$ cat src/rtl/csr_access_ctrl_pkg.sv
// Shared definitions for the Zicsr access controller: widths, op encodings,
// FSM state encoding and small op-decoding helpers.
package csr_access_ctrl_pkg;

    localparam int CORE_REG_WIDTH = 64;
    localparam int CSR_ADDR_WIDTH = 12;
    localparam int CSR_ADDR_MSB   = CSR_ADDR_WIDTH - 1;

    // funct3 encodings of the Zicsr instructions
    typedef enum logic [2:0] {
        CSR_OP_RW  = 3'b001,
        CSR_OP_RS  = 3'b010,
        CSR_OP_RC  = 3'b011,
        CSR_OP_RWI = 3'b101,
        CSR_OP_RSI = 3'b110,
        CSR_OP_RCI = 3'b111
    } csr_op_e;

    localparam logic [1:0] ST_IDLE  = 2'd0;
    localparam logic [1:0] ST_READ  = 2'd1;
    localparam logic [1:0] ST_WRITE = 2'd2;

    // addr[11:10] value marking a read-only CSR
    localparam logic [1:0] CSR_RO_FIELD = 2'b11;

    function automatic logic csr_op_is_imm(input logic [2:0] op);
        return op[2];
    endfunction

    function automatic logic csr_op_is_swap(input logic [2:0] op);
        return (op == CSR_OP_RW) || (op == CSR_OP_RWI);
    endfunction

endpackage

$ cat src/rtl/csr_access_ctrl_alu.sv
// Read-modify-write datapath: computes the new CSR value from the old value
// and the source operand according to the Zicsr op.
module csr_op_alu
    import csr_access_ctrl_pkg::*;
#(
    parameter int REG_WIDTH = CORE_REG_WIDTH
) (
    input  logic [2:0]           op,
    input  logic [REG_WIDTH-1:0] old_val,
    input  logic [REG_WIDTH-1:0] src_val,
    output logic [REG_WIDTH-1:0] new_val
);

    always_comb begin
        // NOTE: default assignment first so no path through the case leaves new_val unassigned (no latch).
        new_val = old_val;
        case (op)
            CSR_OP_RW, CSR_OP_RWI: new_val = src_val;
            CSR_OP_RS, CSR_OP_RSI: new_val = old_val | src_val;
            CSR_OP_RC, CSR_OP_RCI: new_val = old_val & ~src_val;
            default:               new_val = old_val;
        endcase
    end

endmodule

$ cat src/rtl/csr_access_ctrl.sv
// Sequences one Zicsr instruction at a time onto the CSR regfile ports as an
// atomic read-modify-write, stalling the pipeline and yielding to traps.
module csr_access_ctrl
    import csr_access_ctrl_pkg::*;
#(
    parameter int REG_WIDTH = CORE_REG_WIDTH
) (
    input  logic                  clk_sys_i,
    input  logic                  rst_n_i,

    input  logic                  req_valid_i,
    output logic                  req_ready_o,
    input  logic [2:0]            req_op_i,
    input  logic [CSR_ADDR_MSB:0] req_addr_i,
    input  logic [REG_WIDTH-1:0]  req_rs1_data_i,
    input  logic [4:0]            req_zimm_i,
    input  logic                  req_rs1_zero_i,

    output logic                  rsp_valid_o,
    output logic [REG_WIDTH-1:0]  rsp_data_o,
    output logic                  rsp_illegal_o,
    output logic                  rsp_aborted_o,

    output logic                  pause_o,

    output logic                  csr_read_ena_o,
    output logic [CSR_ADDR_MSB:0] csr_read_addr_o,
    input  logic [REG_WIDTH-1:0]  csr_read_data_i,
    output logic                  csr_write_ena_o,
    output logic [CSR_ADDR_MSB:0] csr_write_addr_o,
    output logic [REG_WIDTH-1:0]  csr_write_data_o,
    input  logic                  trap_enter_i,
    input  logic                  trap_exit_i
);

    logic [1:0]            state_q;
    logic [2:0]            op_q;
    logic [CSR_ADDR_MSB:0] addr_q;
    logic [REG_WIDTH-1:0]  src_q;
    logic [REG_WIDTH-1:0]  old_q;
    logic [REG_WIDTH-1:0]  new_q;
    logic                  wr_intent_q;
    logic                  illegal_q;
    logic                  aborted_q;

    logic                  trap_any;
    logic                  accept;
    logic [REG_WIDTH-1:0]  alu_new;
    logic [REG_WIDTH-1:0]  req_src;

    assign trap_any = trap_enter_i | trap_exit_i;
    assign accept   = req_valid_i & req_ready_o;
    assign req_src  = csr_op_is_imm(req_op_i) ? REG_WIDTH'(req_zimm_i) : req_rs1_data_i;

    csr_op_alu #(
        .REG_WIDTH (REG_WIDTH)
    ) u_alu (
        .op      (op_q),
        .old_val (csr_read_data_i),
        .src_val (src_q),
        .new_val (alu_new)
    );

    // NOTE: all state updates use non-blocking assignments so every register samples pre-edge values.
    always_ff @(posedge clk_sys_i or negedge rst_n_i) begin
        if (!rst_n_i) begin
            state_q     <= ST_IDLE;
            op_q        <= '0;
            addr_q      <= '0;
            src_q       <= '0;
            old_q       <= '0;
            new_q       <= '0;
            wr_intent_q <= 1'b0;
            illegal_q   <= 1'b0;
            aborted_q   <= 1'b0;
        end else begin
            case (state_q)
                ST_IDLE: begin
                    if (accept) begin
                        op_q        <= req_op_i;
                        addr_q      <= req_addr_i;
                        src_q       <= req_src;
                        wr_intent_q <= csr_op_is_swap(req_op_i) | ~req_rs1_zero_i;
                        illegal_q   <= 1'b0;
                        aborted_q   <= 1'b0;
                        state_q     <= ST_READ;
                    end
                end
                ST_READ: begin
                    old_q     <= csr_read_data_i;
                    new_q     <= alu_new;
                    illegal_q <= wr_intent_q & (addr_q[CSR_ADDR_MSB -: 2] == CSR_RO_FIELD);
                    aborted_q <= trap_any;
                    state_q   <= ST_WRITE;
                end
                ST_WRITE: state_q <= ST_IDLE;
                default:  state_q <= ST_IDLE;
            endcase
        end
    end

    assign req_ready_o = (state_q == ST_IDLE) & ~trap_any;
    assign pause_o     = (state_q != ST_IDLE) | (req_valid_i & ~req_ready_o);

    assign csr_read_ena_o  = (state_q == ST_READ);
    assign csr_read_addr_o = addr_q;

    // A trap in the write cycle itself cancels the write without waiting for a register.
    assign csr_write_ena_o  = (state_q == ST_WRITE) & wr_intent_q & ~illegal_q & ~aborted_q & ~trap_any;
    assign csr_write_addr_o = addr_q;
    assign csr_write_data_o = new_q;

    assign rsp_valid_o   = (state_q == ST_WRITE);
    assign rsp_data_o    = rsp_valid_o ? old_q : '0;
    assign rsp_illegal_o = rsp_valid_o & illegal_q;
    assign rsp_aborted_o = rsp_valid_o & (aborted_q | trap_any);

endmodule
$ cat config.mk
export PLATFORM = sky130hd
export DESIGN_NAME = csr_access_ctrl
export DESIGN_NICKNAME = d
export VERILOG_FILES = /design/src/rtl/csr_access_ctrl_pkg.sv /design/src/rtl/csr_access_ctrl_alu.sv /design/src/rtl/csr_access_ctrl.sv
export SDC_FILE = /design/constraint.sdc
export NUM_CORES = 1
export LEC_CHECK = 0
export CAP_MARGIN = 20
export CORE_MARGIN = 2
export CORE_UTILIZATION = 40
export DETAILED_ROUTE_END_ITERATION = 16
export GPL_TIMING_DRIVEN = 0
export PLACE_DENSITY = 0.75
export RECOVER_POWER = 25
export SYNTH_ARGS = -nofsm -noshare
export SYNTH_HDL_FRONTEND = slang
export SYNTH_HIERARCHICAL = 1
export SYNTH_SLANG_ARGS = --single-unit
export TNS_END_PERCENT = 100
$ cat constraint.sdc
create_clock -name clk_sys_i -period 2.09 [get_ports clk_sys_i]
set_input_delay 0.3135 -clock clk_sys_i [delete_from_list [all_inputs] [get_ports clk_sys_i]]
set_output_delay 0.3135 -clock clk_sys_i [all_outputs]
set_load 0.005 [all_outputs]
**After elaboration in Yosys (flattened, before gate mapping)**

Index checks and enable logic that the tools add are counted.

- Eq/ne operators: 12
- Multiplexer cells: 8
- Bitwise gates (word level): 22
- Reduce and logical (&&, ||, !) cells: 9

Operators by type and width:

| kind | count |
|---|---|
| $pmux W64 S3 | 1 |
| $mux W64 | 2 |
| $and A64 B64 Y64 | 1 |
| $not A64 Y64 | 1 |
| $or A64 B64 Y64 | 1 |
| $eq A3 B3 Y1 const B | 4 |
| $and A1 B1 Y1 | 10 |
| $eq A3 B1 Y1 const B | 2 |
| $eq A3 B2 Y1 const B | 2 |
| $reduce_or A2 Y1 | 3 |
| $not A1 Y1 | 5 |
| $eq A2 B2 Y1 const B | 2 |
| $or A1 B1 Y1 | 4 |
| $pmux W1 S2 | 2 |
| $pmux W2 S2 | 1 |
| $reduce_and A2 Y1 | 2 |
| $reduce_bool A2 Y1 | 2 |
| $eq A2 B1 Y1 const B | 1 |
| $logic_not A2 Y1 | 1 |
| $mux W2 | 1 |
| $ne A2 B2 Y1 const B | 1 |
| $logic_or A1 B1 Y1 | 1 |
| $mux W1 | 1 |

- Flip-flop bits (word level): 212
- Logic and storage cells: 60

**Logic depth before layout (Yosys ltp)**

- Depth in word-level cells: 6
- Mapped depth: 7

**By module**

Netlist, hierarchy kept.

Modules (own cells, without submodules):

| module | times used | cells an instance | area each (µm²) | sequential area each (µm²) |
|---|---|---|---|---|
| csr_access_ctrl | 1 | 895 | 8,987.4 | 5,305.1 |
| csr_op_alu | 1 | 284 | 1,783.0 | 0.0 |

**Least setup slack after synthesis**

OpenSTA, ideal clock, no wires.

- Path type: reg2reg
- Start: register state_q[0]
- End: register addr_q[0] (netlist: csr_read_addr_o[0])
- Library setup time: 0.125 ns
- Arrival: 1.603 ns
- Required time: 1.965 ns
- Path slack: 0.363 ns
- Stages on the path, launching flop included: 6
- Buffers on the path: 1
- Clock period less this slack: 1.727 ns
- Path through: dfrtp_1 -> nor4_4 -> nand2_4 -> clkinv_4 -> buf_8 -> mux2_2

- Longest elaborated chain between the ends: 4

RTL lines:

| what | line | source |
|---|---|---|
| start: declaration | csr_access_ctrl.sv:36 | `logic [1:0] state_q;` |
| start signal: assignment | csr_access_ctrl.sv:67 | `state_q <= ST_IDLE;` |
| start signal: assignment | csr_access_ctrl.sv:86 | `state_q <= ST_READ;` |
| start signal: assignment | csr_access_ctrl.sv:94 | `state_q <= ST_WRITE;` |
| $logic_not A2 Y1 | csr_access_ctrl.sv:102 | `assign req_ready_o = (state_q == ST_IDLE) & ~trap_any;` |
| $and A1 B1 Y1 | csr_access_ctrl.sv:102 |  |
| via req_ready_o | csr_access_ctrl.sv:12 | `output logic req_ready_o,` |
| $and A1 B1 Y1 | csr_access_ctrl.sv:52 | `assign accept = req_valid_i & req_ready_o;` |
| $reduce_and A2 Y1 (no line) | n/a |  |
| end signal: assignment | csr_access_ctrl.sv:81 | `addr_q <= req_addr_i;` |
| end: declaration | csr_access_ctrl.sv:38 | `logic [CSR_ADDR_MSB:0] addr_q;` |

The timed path passes the listed nets, and every way through them passes these cells.
A chain may end at the register's enable or synchronous reset.

**Final worst setup path**

- Start: register state_q[1]
- End: output rsp_data_o[45]

- Longest elaborated chain between the ends: 2

RTL lines:

| what | line | source |
|---|---|---|
| $eq A2 B2 Y1 | csr_access_ctrl.sv:113 | `assign rsp_valid_o = (state_q == ST_WRITE);` |
| $mux W64 | csr_access_ctrl.sv:114 | `assign rsp_data_o = rsp_valid_o ? old_q : '0;` |
| end: declaration | csr_access_ctrl.sv:20 | `output logic [REG_WIDTH-1:0] rsp_data_o,` |

Every way passes these cells.

==> results.cfg <==
[worst_setup_path]
crit_path_start_kind = flip-flop
startpoint = state_q[1]
critPathCapture = rsp_data_o[45]
slowest_stage = dfrtp_1
regToRegEndpoint = csr_read_addr_o[0]
rr_startpoint = state_q[0]
r2r_slack_ns = -0.08
critPathMaxFanout = 5
path_depth = 7
crit_chain = nor2b_4 -> buf_12 -> clkbuf_16 -> buf_8 -> clkbuf_16 -> and2_4 -> buf_6
worst_ep_required_time_ns = 1.78
max_stage_delay_ns = 0.41
end_kind = output port
crit_buf_inv = 5
crit_arrival_ns = 1.87
crit_top_cell = clkbuf_16
rr_worst_depth = 8
path_delay_family = buffers and inverters
worstSetupPathType = reg2out

[clocking]
cts_sinks = 211
htreeDepth = 1
clockRootBuffer = clkbuf_16
ctsLongestPathBuffers = 3
cts_buffers = 24
clkLatencyLatePin_ns = 0.52
clk_pin_slew_ns = 0.06
cts_tree = yes

[power_and_ir_drop]
power_density_mw_per_mm2 = 900.6
peakVddDrop_mv = 0.5909
power.leakage_nw = 7.677

[placed_design]
hpwlAfterDp_um = 23820
gp_congestion = 0.8156
io_buffers = 310

[die]
dieWidth_um = 167.8
initial_core_util_pct = 40.96
core_area_sq_mm = 0.02621
fp.dieArea_sq_mm = 0.02816
die_h_um = 167.8
row_count = 59
io_pins = 313

[drt]
via_count = 9474
vias_per_cell = 4.968
firstDrtPassIters = 6
drtAntennaViolNets = 0
avgRoutedWirePerCell_um = 18.32
drt-total-wl_um = 34930
drt-initial-drc-count = 608
drc = 0

[sta]
slew_violations = 0
setup_viol = 110
layout_min_cycle_time_ns = 2.181
relSlewSlack_pct = 34.28
fin_ws_ns = -0.09057
hold_violations = 0
worstMarginPinSlew_ns = 0.9857
finalCritPeriodShare_pct = 104.3
hold-worst-slack_ns = 0.2805
rsz0062_at_grt = true
fmax_mhz = 458.6
clock-skew-final_ns = 0.007963

[grt]
grt_pass1_vias = 9795
grt_max_degree = 93
overflow = 0
use_met2_pct = 40.69
grt_pass1_wl_um = 53500
globalRouteMet1Util_pct = 30.22
antenna_found_initial = 0
gr-usage-met3_pct = 5.219
busiest_layer = met2
track_usage_pct = 23.85

[synthesis]
yosysWarnings = 6
syn-instance-count = 1177
syn-cell-area_sq_mm = 0.01073
syn_nets = 1331
syn_avg_cell_area_sq_um = 9.120

[finish]
drive_gt1_share_pct = 20.87
syn_to_final_growth_pct = 48.09
n_fill_cell = 2256
nets = 1710
num_antenna_cells = 0
postLayoutCoreUtil_pct = 60.66
seq_area_sq_mm = 0.005281
multi_input_area_sq_mm = 0.004870

[outcome]
violations = setup timing
status = finished with violations

[job]
drv_cap = 0

[hold_path]
worst_hold_path_type = in2reg
-- repair_timing --
action | CTS | global route
cloned | 5 | 9
setup buffers | 23 | 6
resized for setup | 326 | 110
pin swaps | 14 | 10
endpoints found under the setup margin | 160 | 137
hold endpoints to repair | 37 | 0
hold buffers | 1 | 0
-- routing by layer --
layer	share of wire, %	vias up
met5	0	-
met4	2.7	0
met3	6.5	52
met2	49	316
met1	42	4625
li1	-	4481
-- how the worst min path moves through the flow --
| stage | start | endpoint | slack (ns) | cells past startpoint |
|---|---|---|---|---|
| floorplan | rst_n_i | aborted_q | 0.02 | 0 |
| global placement | old_q[4] | old_q[4] | 0.45 | 2 |
| detailed placement | rst_n_i | csr_read_addr_o[0] | 0.21 | 1 |
| CTS | rst_n_i | csr_read_addr_o[4] | 0.26 | 2 |
| global route | req_op_i[2] | src_q[44] | 0.30 | 3 |
| finish | req_op_i[2] | src_q[44] | 0.28 | 3 |
-- report_power, final --
part	leakage, nW	internal (mW)	switching, mW
registers	2.63	5.05	0.658
logic	4.67	2.57	1.95
clock network	0.378	2.42	1.67
total	7.68	10.0	4.28
-- registers in the layout, indices dropped and copies added (netlist names) --
name / flops
op_q: 2
src_q: 64
illegal_q: 1
aborted_q: 1
old_q: 64
state_q: 2
csr_write_data_o: 64
wr_intent_q: 1
csr_read_addr_o: 12
-- cell type report --
type	count	share of cell area [%]
Buffer	90	4.526
Clock buffer	39	4.707
Clock inverter	3	0.09445
Inverter	67	1.779
Multi-Input combinational cell	807	30.63
Sequential cell	211	33.22
Tap cell	335	2.637
Timing Repair Buffer	353	22.20
Timing Repair inverter	2	0.2046
-- through the flow --
stage,cells,power [mW],worst slack [ns],cell area [sq um],TNS [ns]
after CTS,1894,14.22,-0.2000,15450,-4.545
after global routing,1907,15.08,-0.1723,15900,-18.39
after floorplan,1177,7.815,0.3741,10730,0
after global placement,1822,9.858,-8.344,14260,-1817.98
final,1907,14.32,-0.09057,15900,-4.962
after detailed placement,1824,10.01,-0.8182,14320,-62.19
-- worst min-delay path, stage by stage --
cell and delay (ns):
buf_2 0.18, nor2b_1 0.13, mux2_2 0.14
-- cell usage in the layout (no fill, tap or decap), types with 2 or more instances in the layout --
cell	n
nand2_1	387
clkdlybuf4s50_1	239
dfrtp_1	210
o21ai_0	68
inv_1	65
xnor2_1	64
a22oi_1	64
nor2b_1	59
buf_2	47
buf_6	42
mux2_2	38
clkbuf_16	36
and2_4	35
mux2_4	35
clkbuf_1	34
and2_1	30
buf_4	29
clkbuf_2	24
buf_12	11
a21oi_1	11
clkbuf_8	9
buf_8	8
mux2i_1	5
clkinv_2	3
clkinv_8	2
buf_16	2
Power figures use the tool's default switching activity.
